<file path="config.mk">
export PLATFORM = sky130hd
export DESIGN_NAME = key_debounce
export DESIGN_NICKNAME = d
export VERILOG_FILES = /design/src/rtl/key_debounce.sv
export SDC_FILE = /design/constraint.sdc
export NUM_CORES = 1
export LEC_CHECK = 0
export ABC_AREA = 1
export CORE_MARGIN = 4
export CORE_UTILIZATION = 56
export DETAILED_ROUTE_END_ITERATION = 12
export HOLD_SLACK_MARGIN = 0.06
export PLACE_DENSITY = 0.79
export SLEW_MARGIN = 20
export SYNTH_ARGS = -nofsm -noshare
export SYNTH_HDL_FRONTEND = slang
export SYNTH_SLANG_ARGS = --single-unit
</file>
<file path="constraint.sdc">
create_clock -name i_clk -period 2.85 [get_ports i_clk]
set_clock_uncertainty 0.2 [all_clocks]
set_input_delay 0.285 -clock i_clk [delete_from_list [all_inputs] [get_ports i_clk]]
set_output_delay 0.285 -clock i_clk [all_outputs]
set_load 0.1 [all_outputs]
</file>
<file path="src/rtl/key_debounce.sv">
// key_debounce: single-key input conditioner.
//
// Synchronises a raw, bouncy mechanical key into the system clock domain,
// debounces both edges and produces a clean pressed level plus single-cycle
// event pulses for press, release, short click and long press.
//
// Parameters
//   P_CLK_FREQ_KHZ  clock frequency in kHz (cycles per ms)
//   P_DEBOUNCE_MS   debounce window in ms; N_DB = P_CLK_FREQ_KHZ * P_DEBOUNCE_MS (>= 1)
//   P_LONG_MS       long-press threshold in ms from the press pulse;
//                   N_LONG = P_CLK_FREQ_KHZ * P_LONG_MS (> N_DB)
//   P_KEY_ACTIVE    i_key level meaning "pressed" (0 = active-low key)
//
// Ports
//   i_clk        system clock
//   i_rst_n      asynchronous active-low reset
//   i_key        raw key pin (asynchronous, bouncy)
//   o_key_level  debounced pressed level (1 = pressed), registered
//   o_press      one-cycle pulse when a press is confirmed
//   o_release    one-cycle pulse when a release is confirmed
//   o_short      one-cycle pulse with o_release when no long press fired
//   o_long       one-cycle pulse after N_LONG held cycles, at most once per press
module key_debounce #(
    parameter int unsigned P_CLK_FREQ_KHZ = 5000,
    parameter int unsigned P_DEBOUNCE_MS  = 20,
    parameter int unsigned P_LONG_MS      = 1000,
    parameter bit          P_KEY_ACTIVE   = 1'b0
) (
    input  logic i_clk,
    input  logic i_rst_n,
    input  logic i_key,
    output logic o_key_level,
    output logic o_press,
    output logic o_release,
    output logic o_short,
    output logic o_long
);

    localparam int unsigned N_DB   = P_CLK_FREQ_KHZ * P_DEBOUNCE_MS;
    localparam int unsigned N_LONG = P_CLK_FREQ_KHZ * P_LONG_MS;
    localparam int unsigned DB_W   = $clog2(N_DB + 1);
    localparam int unsigned LONG_W = $clog2(N_LONG + 1);

    localparam logic [DB_W-1:0]   DB_MAX   = DB_W'(N_DB);
    localparam logic [DB_W-1:0]   DB_ONE   = DB_W'(1);
    localparam logic [LONG_W-1:0] LONG_MAX = LONG_W'(N_LONG);
    localparam logic [LONG_W-1:0] LONG_ONE = LONG_W'(1);

    typedef enum logic [1:0] {
        StIdle,
        StPressChk,
        StHeld,
        StRelChk
    } state_e;

    // ------------------------------------------------------------------
    // Two-flop synchroniser, reset to the inactive key level so that a
    // key held through reset is seen as a fresh press afterwards.
    // ------------------------------------------------------------------
    logic sync1_q;
    logic sync2_q;
    logic act;

    always_ff @(posedge i_clk or negedge i_rst_n) begin
        if (!i_rst_n) begin
            sync1_q <= ~P_KEY_ACTIVE;
            sync2_q <= ~P_KEY_ACTIVE;
        end else begin
            sync1_q <= i_key;
            sync2_q <= sync1_q;
        end
    end

    assign act = (sync2_q == P_KEY_ACTIVE);

    // ------------------------------------------------------------------
    // Debounce / hold FSM state
    // ------------------------------------------------------------------
    state_e             state_q, state_d;
    logic [DB_W-1:0]    db_cnt_q, db_cnt_d;
    logic [LONG_W-1:0]  hold_cnt_q, hold_cnt_d;
    logic               long_done_q, long_done_d;

    logic               level_q, level_d;
    logic               press_q, press_d;
    logic               release_q, release_d;
    logic               short_q, short_d;
    logic               long_q, long_d;

    always_ff @(posedge i_clk or negedge i_rst_n) begin
        if (!i_rst_n) begin
            state_q     <= StIdle;
            db_cnt_q    <= '0;
            hold_cnt_q  <= '0;
            long_done_q <= 1'b0;
            level_q     <= 1'b0;
            press_q     <= 1'b0;
            release_q   <= 1'b0;
            short_q     <= 1'b0;
            long_q      <= 1'b0;
        end else begin
            state_q     <= state_d;
            db_cnt_q    <= db_cnt_d;
            hold_cnt_q  <= hold_cnt_d;
            long_done_q <= long_done_d;
            level_q     <= level_d;
            press_q     <= press_d;
            release_q   <= release_d;
            short_q     <= short_d;
            long_q      <= long_d;
        end
    end

    always_comb begin
        state_d     = state_q;
        db_cnt_d    = db_cnt_q;
        hold_cnt_d  = hold_cnt_q;
        long_done_d = long_done_q;
        press_d     = 1'b0;
        release_d   = 1'b0;
        short_d     = 1'b0;
        long_d      = 1'b0;

        unique case (state_q)
            StIdle: begin
                db_cnt_d   = '0;
                hold_cnt_d = '0;
                if (act) begin
                    state_d  = StPressChk;
                    db_cnt_d = DB_ONE;
                end
            end

            StPressChk: begin
                if (!act) begin
                    state_d  = StIdle;
                    db_cnt_d = '0;
                end else if (db_cnt_q == DB_MAX) begin
                    state_d     = StHeld;
                    press_d     = 1'b1;
                    db_cnt_d    = '0;
                    hold_cnt_d  = '0;
                    long_done_d = 1'b0;
                end else begin
                    db_cnt_d = db_cnt_q + DB_ONE;
                end
            end

            StHeld: begin
                // The cycle that leaves for StRelChk still counts as held;
                // only cycles spent in StRelChk are excluded from the hold.
                if (hold_cnt_q != LONG_MAX) begin
                    hold_cnt_d = hold_cnt_q + LONG_ONE;
                    if ((hold_cnt_q == LONG_MAX - LONG_ONE) && !long_done_q) begin
                        long_d      = 1'b1;
                        long_done_d = 1'b1;
                    end
                end
                if (!act) begin
                    state_d  = StRelChk;
                    db_cnt_d = DB_ONE;
                end
            end

            StRelChk: begin
                if (act) begin
                    // Bounce while held: resume holding, hold count untouched.
                    state_d  = StHeld;
                    db_cnt_d = '0;
                end else if (db_cnt_q == DB_MAX) begin
                    state_d    = StIdle;
                    release_d  = 1'b1;
                    short_d    = !long_done_q;
                    db_cnt_d   = '0;
                    hold_cnt_d = '0;
                end else begin
                    db_cnt_d = db_cnt_q + DB_ONE;
                end
            end

            default: begin
                state_d  = StIdle;
                db_cnt_d = '0;
            end
        endcase

        level_d = (state_d == StHeld) || (state_d == StRelChk);
    end

    assign o_key_level = level_q;
    assign o_press     = press_q;
    assign o_release   = release_q;
    assign o_short     = short_q;
    assign o_long      = long_q;

endmodule
</file>
======== Yosys cells after proc, flatten, opt, wreduce, memory -nomap -nowiden ========
Cells that the tools add are included.
word-level totals
  word-level logic and storage cells ...... 68
  register bits after elaboration ......... 50
  bits of input ports ..................... 3
operators by class
  equality and inequality tests ........... 14
  add/subtract/negate cells ............... 2
  mux-type cells .......................... 34
  reductions and logical operators ........ 7
operators by type and width
  operator                 number
  $mux W23                 4
  $pmux W23 S4             1
  $mux W17                 4
  $pmux W17 S4             1
  $add A23 B1 Y23 const B  1
  $eq A23 B23 Y1 const B   1
  $ne A23 B23 Y1 const B   1
  $add A17 B1 Y17 const B  1
  $eq A17 B17 Y1 const B   1
  $mux W1                  16
  $mux W2                  6
  $ne A2 B2 Y1 const B     6
  $eq A2 B2 Y1 const B     4
  $pmux W2 S4              1
  $reduce_and A5 Y1        1
  $reduce_and A3 Y1        1
  $eq A2 B1 Y1 const B     1
  $logic_not A2 Y1         1
  $pmux W1 S2              1
  $reduce_bool A2 Y1       1
  $logic_and A1 B1 Y1      1
  $logic_not A1 Y1         1
  $logic_or A1 B1 Y1       1

======== Depth between registers and ports, before layout ========
  depth in word-level cells ............... 6
  gate-level depth with buffers ........... 12
  gate-level depth less buffers ........... 12

======== Worst setup path before layout ========
Ideal clock, no wire load.
  path kind ............................... register to register
  from .................................... register db_cnt_q[0]
  to ...................................... register hold_cnt_q[7]
  setup time .............................. 0.124 ns
  setup slack ............................. 1.126 ns
  stages on the path, launching flop included .. 13
  arrival ................................. 1.400 ns
  cell sequence ........................... dfrtp_1 > inv_1 > ha_1 > inv_1 > nor2_1 > nand3_1 > nor2_1 > nand3_1 > nand2_1 > nand2_1 > buf_4 > nand2_1 > o21ai_1
between the ends
  word-level cells in the longest chain between the ends .. 4
  elaborated cells on any way between the ends .. 5
  classes of those cells .................. eq/ne: 1; mux: 4
ends and longest elaborated chain
  element                      RTL line  source
  start: declaration           80        logic [DB_W-1:0] db_cnt_q, db_cnt_d;
  start signal: assignment     103       db_cnt_q <= db_cnt_d;
  $eq A17 B17 Y1 *             138, 170
  $mux W23 *                   --
  $mux W23 (on tied branches)  --
  $pmux W23 S4 *               --
  end signal: assignment       104       hold_cnt_q <= hold_cnt_d;
  end: declaration             81        logic [LONG_W-1:0] hold_cnt_q, hold_cnt_d;
Mark *: on every way between the ends. The rest lies on a longest branch, timed or not. The select of a mux whose other input is x is not followed.
A chain may end at the register's enable or synchronous reset.

======== Worst setup path after layout ========
  from .................................... register state_q[0]
  to ...................................... register hold_cnt_q[9]
between the ends
  word-level cells in the longest chain between the ends .. 3
  elaborated cells on any way between the ends .. 9
  classes of those cells .................. eq/ne: 6; mux: 1; reduce/logical: 2
ends and longest elaborated chain
  element                                              RTL line  source
  start: declaration                                   79        state_e state_q, state_d;
  start signal: assignment                             92        state_q <= StIdle;
  start signal: assignment                             102       state_q <= state_d;
  $eq A2 B2 Y1 / $eq A2 B1 Y1 (equally long branches)  124       unique case (state_q)
  $ne A2 B2 Y1 (no line)                               --
  $reduce_and A3 Y1 (no line)                          --
Parallel ways exist; a longest one is shown, timed or not.

==> parameters.txt <==
Parameter                              Value

Synth
  Flop and latch count out of synthesis ... 50
  Number of nets in the synthesized netlist ... 442
  Netlist area before placement ... 0.00300 mm^2
  Post-Synthesis Cells ... 435
  Sequential element share of the synthesized area ... 0.417
  FFs w/ async S/R, synth ... 1.00
  Synthesized area divided by synthesized cell count ... 6.91 um^2
  Synth cell types ... 28
  Synth warn ... 0
  Primary FF master, synth ... sky130_fd_sc_hd__dfrtp_1
  Count of flip-flops with a built-in enable after synthesis ... 0

Timing
  Setup slack of the critical path after layout ... 806 ps
  Setup repair after global routing missed its margin ... false
  Post-layout minimum cycle time ... 2040 ps
  Achievable frequency ... 0.489 GHz
  Final setup TNS ... 0 ps
  Max-slew violation total from the final report ... 0
  Final Hold Fails ... 0
  Share of the clock period used by the worst path ... 0.717
  Actual transition at the worst max-transition pin ... 519 ps
  Finish-stage setup viols ... 0
  Worst relative slew slack ... 0.653

GRT
  Maximum number of pins on one net before global-route repair ... 34
  Global-route wire length before repair ... 11,500 um
  Global route total overflow ... 0
  Vias in the first global route ... 2,623
  Initial antenna violation count ... 0
  Global-route total usage across every layer ... 0.223

Critical path
  Cell type with the highest occurrence count on the critical path ... sky130_fd_sc_hd__nand2_1
  Worst EP required ... 2870 ps
  Cells traversed along the worst timing path ... nor2_4 > nand4_1 > nand2_1 > buf_4 > inv_1 > nand2_1 > nand2_1
  Arrival time of data at the critical path endpoint ... 2060 ps
  Worst stage delay on the critical path ... 450 ps
  CP startpoint kind ... flip-flop
  Slowest stage cell on the critical path ... sky130_fd_sc_hd__nor2_4
  Number of cells traversed by the worst register-to-register path ... 7
  Delay-heaviest family, CP ... simple AND/OR/NAND/NOR gates
  Crit. End Element ... flip-flop
  Capturing point of the worst reg2reg path ... hold_cnt_q[9]$_DFFE_PN0P_
  Kind of critical path ... flip-flop to flip-flop
  Register-to-register setup slack ... 810 ps
  FF-to-FF Start ... state_q[0]$_DFF_PN0_
  Maximum net fanout on the critical path ... 32
  CP Buf/Inv Count ... 2

Layout
  Fill cell count ... 505
  P&R area growth vs syn ... 7.21%
  Highest-count cells in the layout ignoring fill and taps ... 142 x sky130_fd_sc_hd__nand2_1, 63 x sky130_fd_sc_hd__nor2_1, 48 x sky130_fd_sc_hd__dfrtp_1, 46 x sky130_fd_sc_hd__nand3_1, 38 x sky130_fd_sc_hd__inv_1
  Most common cell after layout, fill and taps aside ... sky130_fd_sc_hd__nand2_1
  Layout Nets ... 451
  Area taken by flip-flops and latches ... 0.00125 mm^2
  Filler-free cell count of the finished design ... 515
  Proportion of layout cells with a drive suffix above 1 ... 0.0742
  Antenna fix cells ... 0
  Footprint of the multi-input gates ... 0.00153 mm^2
  End-of-flow core utilization ... 0.627

Worst hold path
  Class of the most critical hold timing path ... flip-flop to flip-flop
  Hold endpoint ... sync2_q$_DFF_PN1_
  Launch point of the worst hold path ... sync1_q$_DFF_PN1_
  Hold Path Depth ... 0

Outcome
  Status ... finished clean

Place
  I/O Buffers ... 7
  Setup Slack @ Placement ... 860 ps
  HPWL after detailed placement ... 4730 um
  Placed Cells incl. Taps ... 506
  Final weighted congestion in routability-driven placement ... 0.935

Power
  Static leakage ... 1.39 nW
  Maximum VDD drop ... 0.296 mV
  Areal power density over the cells ... 378 mW/mm^2

Die
  Floorplan row count ... 26
  Starting density of the core ... 0.584
  Ports placed on the boundary ... 8
  Chip Width ... 81.2 um
  Area enclosed by the die boundary ... 0.00660 mm^2
  Core box area ... 0.00514 mm^2
  Die height ... 81.2 um

Route
  Via count ... 2,771
  Number of iterations in the first detailed-routing pass ... 4
  Routed wire length ... 6600 um
  Antenna-violating nets left ... 0
  DRC errors left ... 0
  First DRT Iteration DRCs ... 275
  Wirelength per Cell ... 12.8 um
  Vias per Instance ... 5.38

CTS
  Clk buf depth ... 2
  CTS Sinks ... 50
  Master cell of the clock root buffer ... sky130_fd_sc_hd__clkbuf_8
  Post-CTS Setup Repair Bufs ... 0
  Number of buffers added by the clock tree synthesis step ... 5
  Clock insertion delay at the later pin of the skew report ... 320 ps
  Number of H-tree branching levels ... 2
  Clock transition at the register clock pins on the worst setup and hold paths after CTS ... 90 ps
  CTS tree ... yes

Run
  Max-cap check violation count ... 0
==> timing repair <==
item | CTS | global route
gates resized for setup | 0 | 0
endpoints found under the hold margin | 17 | 0
hold buffers | 1 | 0
==> cell usage after synthesis, drive strengths merged (3+ instances only) <==
master | instances | area share
xor2 | 11 | 0.032
a21oi | 3 | 0.0050
ha | 4 | 0.017
or2 | 4 | 0.0083
buf | 7 | 0.015
nand4 | 11 | 0.023
nor2 | 67 | 0.090
nand2 | 142 | 0.18
dfrtp | 48 | 0.40
o22ai | 3 | 0.0062
o21ai | 29 | 0.048
inv | 45 | 0.056
nand3 | 46 | 0.077
nor3 | 3 | 0.0050
==> power by group <==
group / switching [mW] / total (mW) / internal (mW)
logic: 0.0332 / 0.0438 / 0.0106
clock network: 0.255 / 0.455 / 0.200
registers: 0.00446 / 0.719 / 0.714
==> cells by family after synthesis <==
family | share of synthesized area
AO/OA/AOI/OAI | 0.0700
flip-flops | 0.417
adder cells (fa/ha/maj) | 0.0167
AND/OR/NAND/NOR | 0.387
XOR/XNOR | 0.0350
buffers and inverters | 0.0737
==> routing by layer <==
layer,wire length [um],global-route usage,up-vias,share of wire
li1,-,-,1408,-
met5,0,0,-,0
met4,164,0.0963,0,0.025
met3,287,0.0388,17,0.043
met2,3290,0.389,70,0.50
met1,2860,0.270,1276,0.43
==> worst register-to-register path, stage by stage, from the launching register on <==
cell	delay, ps
sky130_fd_sc_hd__dfrtp_1	440
sky130_fd_sc_hd__nor2_4	450
sky130_fd_sc_hd__nand4_1	170
sky130_fd_sc_hd__nand2_1	100
sky130_fd_sc_hd__buf_4	300
sky130_fd_sc_hd__inv_1	140
sky130_fd_sc_hd__nand2_1	100
sky130_fd_sc_hd__nand2_1	50
==> flip-flops by register name, indices dropped and copies added (netlist names) <==
name / flops
db_cnt_q: 17
hold_cnt_q: 23
long_done_q: 1
o_key_level: 1
o_long: 1
o_press: 1
o_release: 1
o_short: 1
state_q: 2
sync1_q: 1
sync2_q: 1
==> layout make-up <==
cell class	instances	area share
flip-flops and latches	50	0.389
multi-input cells	331	0.475
clock inverters	2	0.00544
clock buffers	6	0.0256
repair buffers	10	0.0241
well taps	70	0.0272
inverters	46	0.0536
==> stage by stage <==
step           cell area [um^2]  total power, mW  hold slack [ps]
3_5_place_dp               3110            0.776             43.9
3_3_place_gp               3110            0.775             33.5
6_report                   3220             1.22              166
5_1_grt                    3220             1.27              148
2_1_floorplan              3000            0.755             -211
4_1_cts                    3220             1.23              161
==> worst max path at each step <==
stage,to,start,cells after the start
finish,hold_cnt_q[9]$_DFFE_PN0P_,state_q[0]$_DFF_PN0_,7
CTS,hold_cnt_q[9]$_DFFE_PN0P_,db_cnt_q[0]$_DFFE_PN0P_,13
detailed placement,hold_cnt_q[11]$_DFFE_PN0P_,state_q[0]$_DFF_PN0_,7
floorplan,hold_cnt_q[7]$_DFFE_PN0P_,db_cnt_q[0]$_DFFE_PN0P_,12
global placement,hold_cnt_q[11]$_DFFE_PN0P_,db_cnt_q[0]$_DFFE_PN0P_,13
global route,hold_cnt_q[9]$_DFFE_PN0P_,db_cnt_q[0]$_DFFE_PN0P_,13
Note: power is estimated with default switching activity, not from simulation.
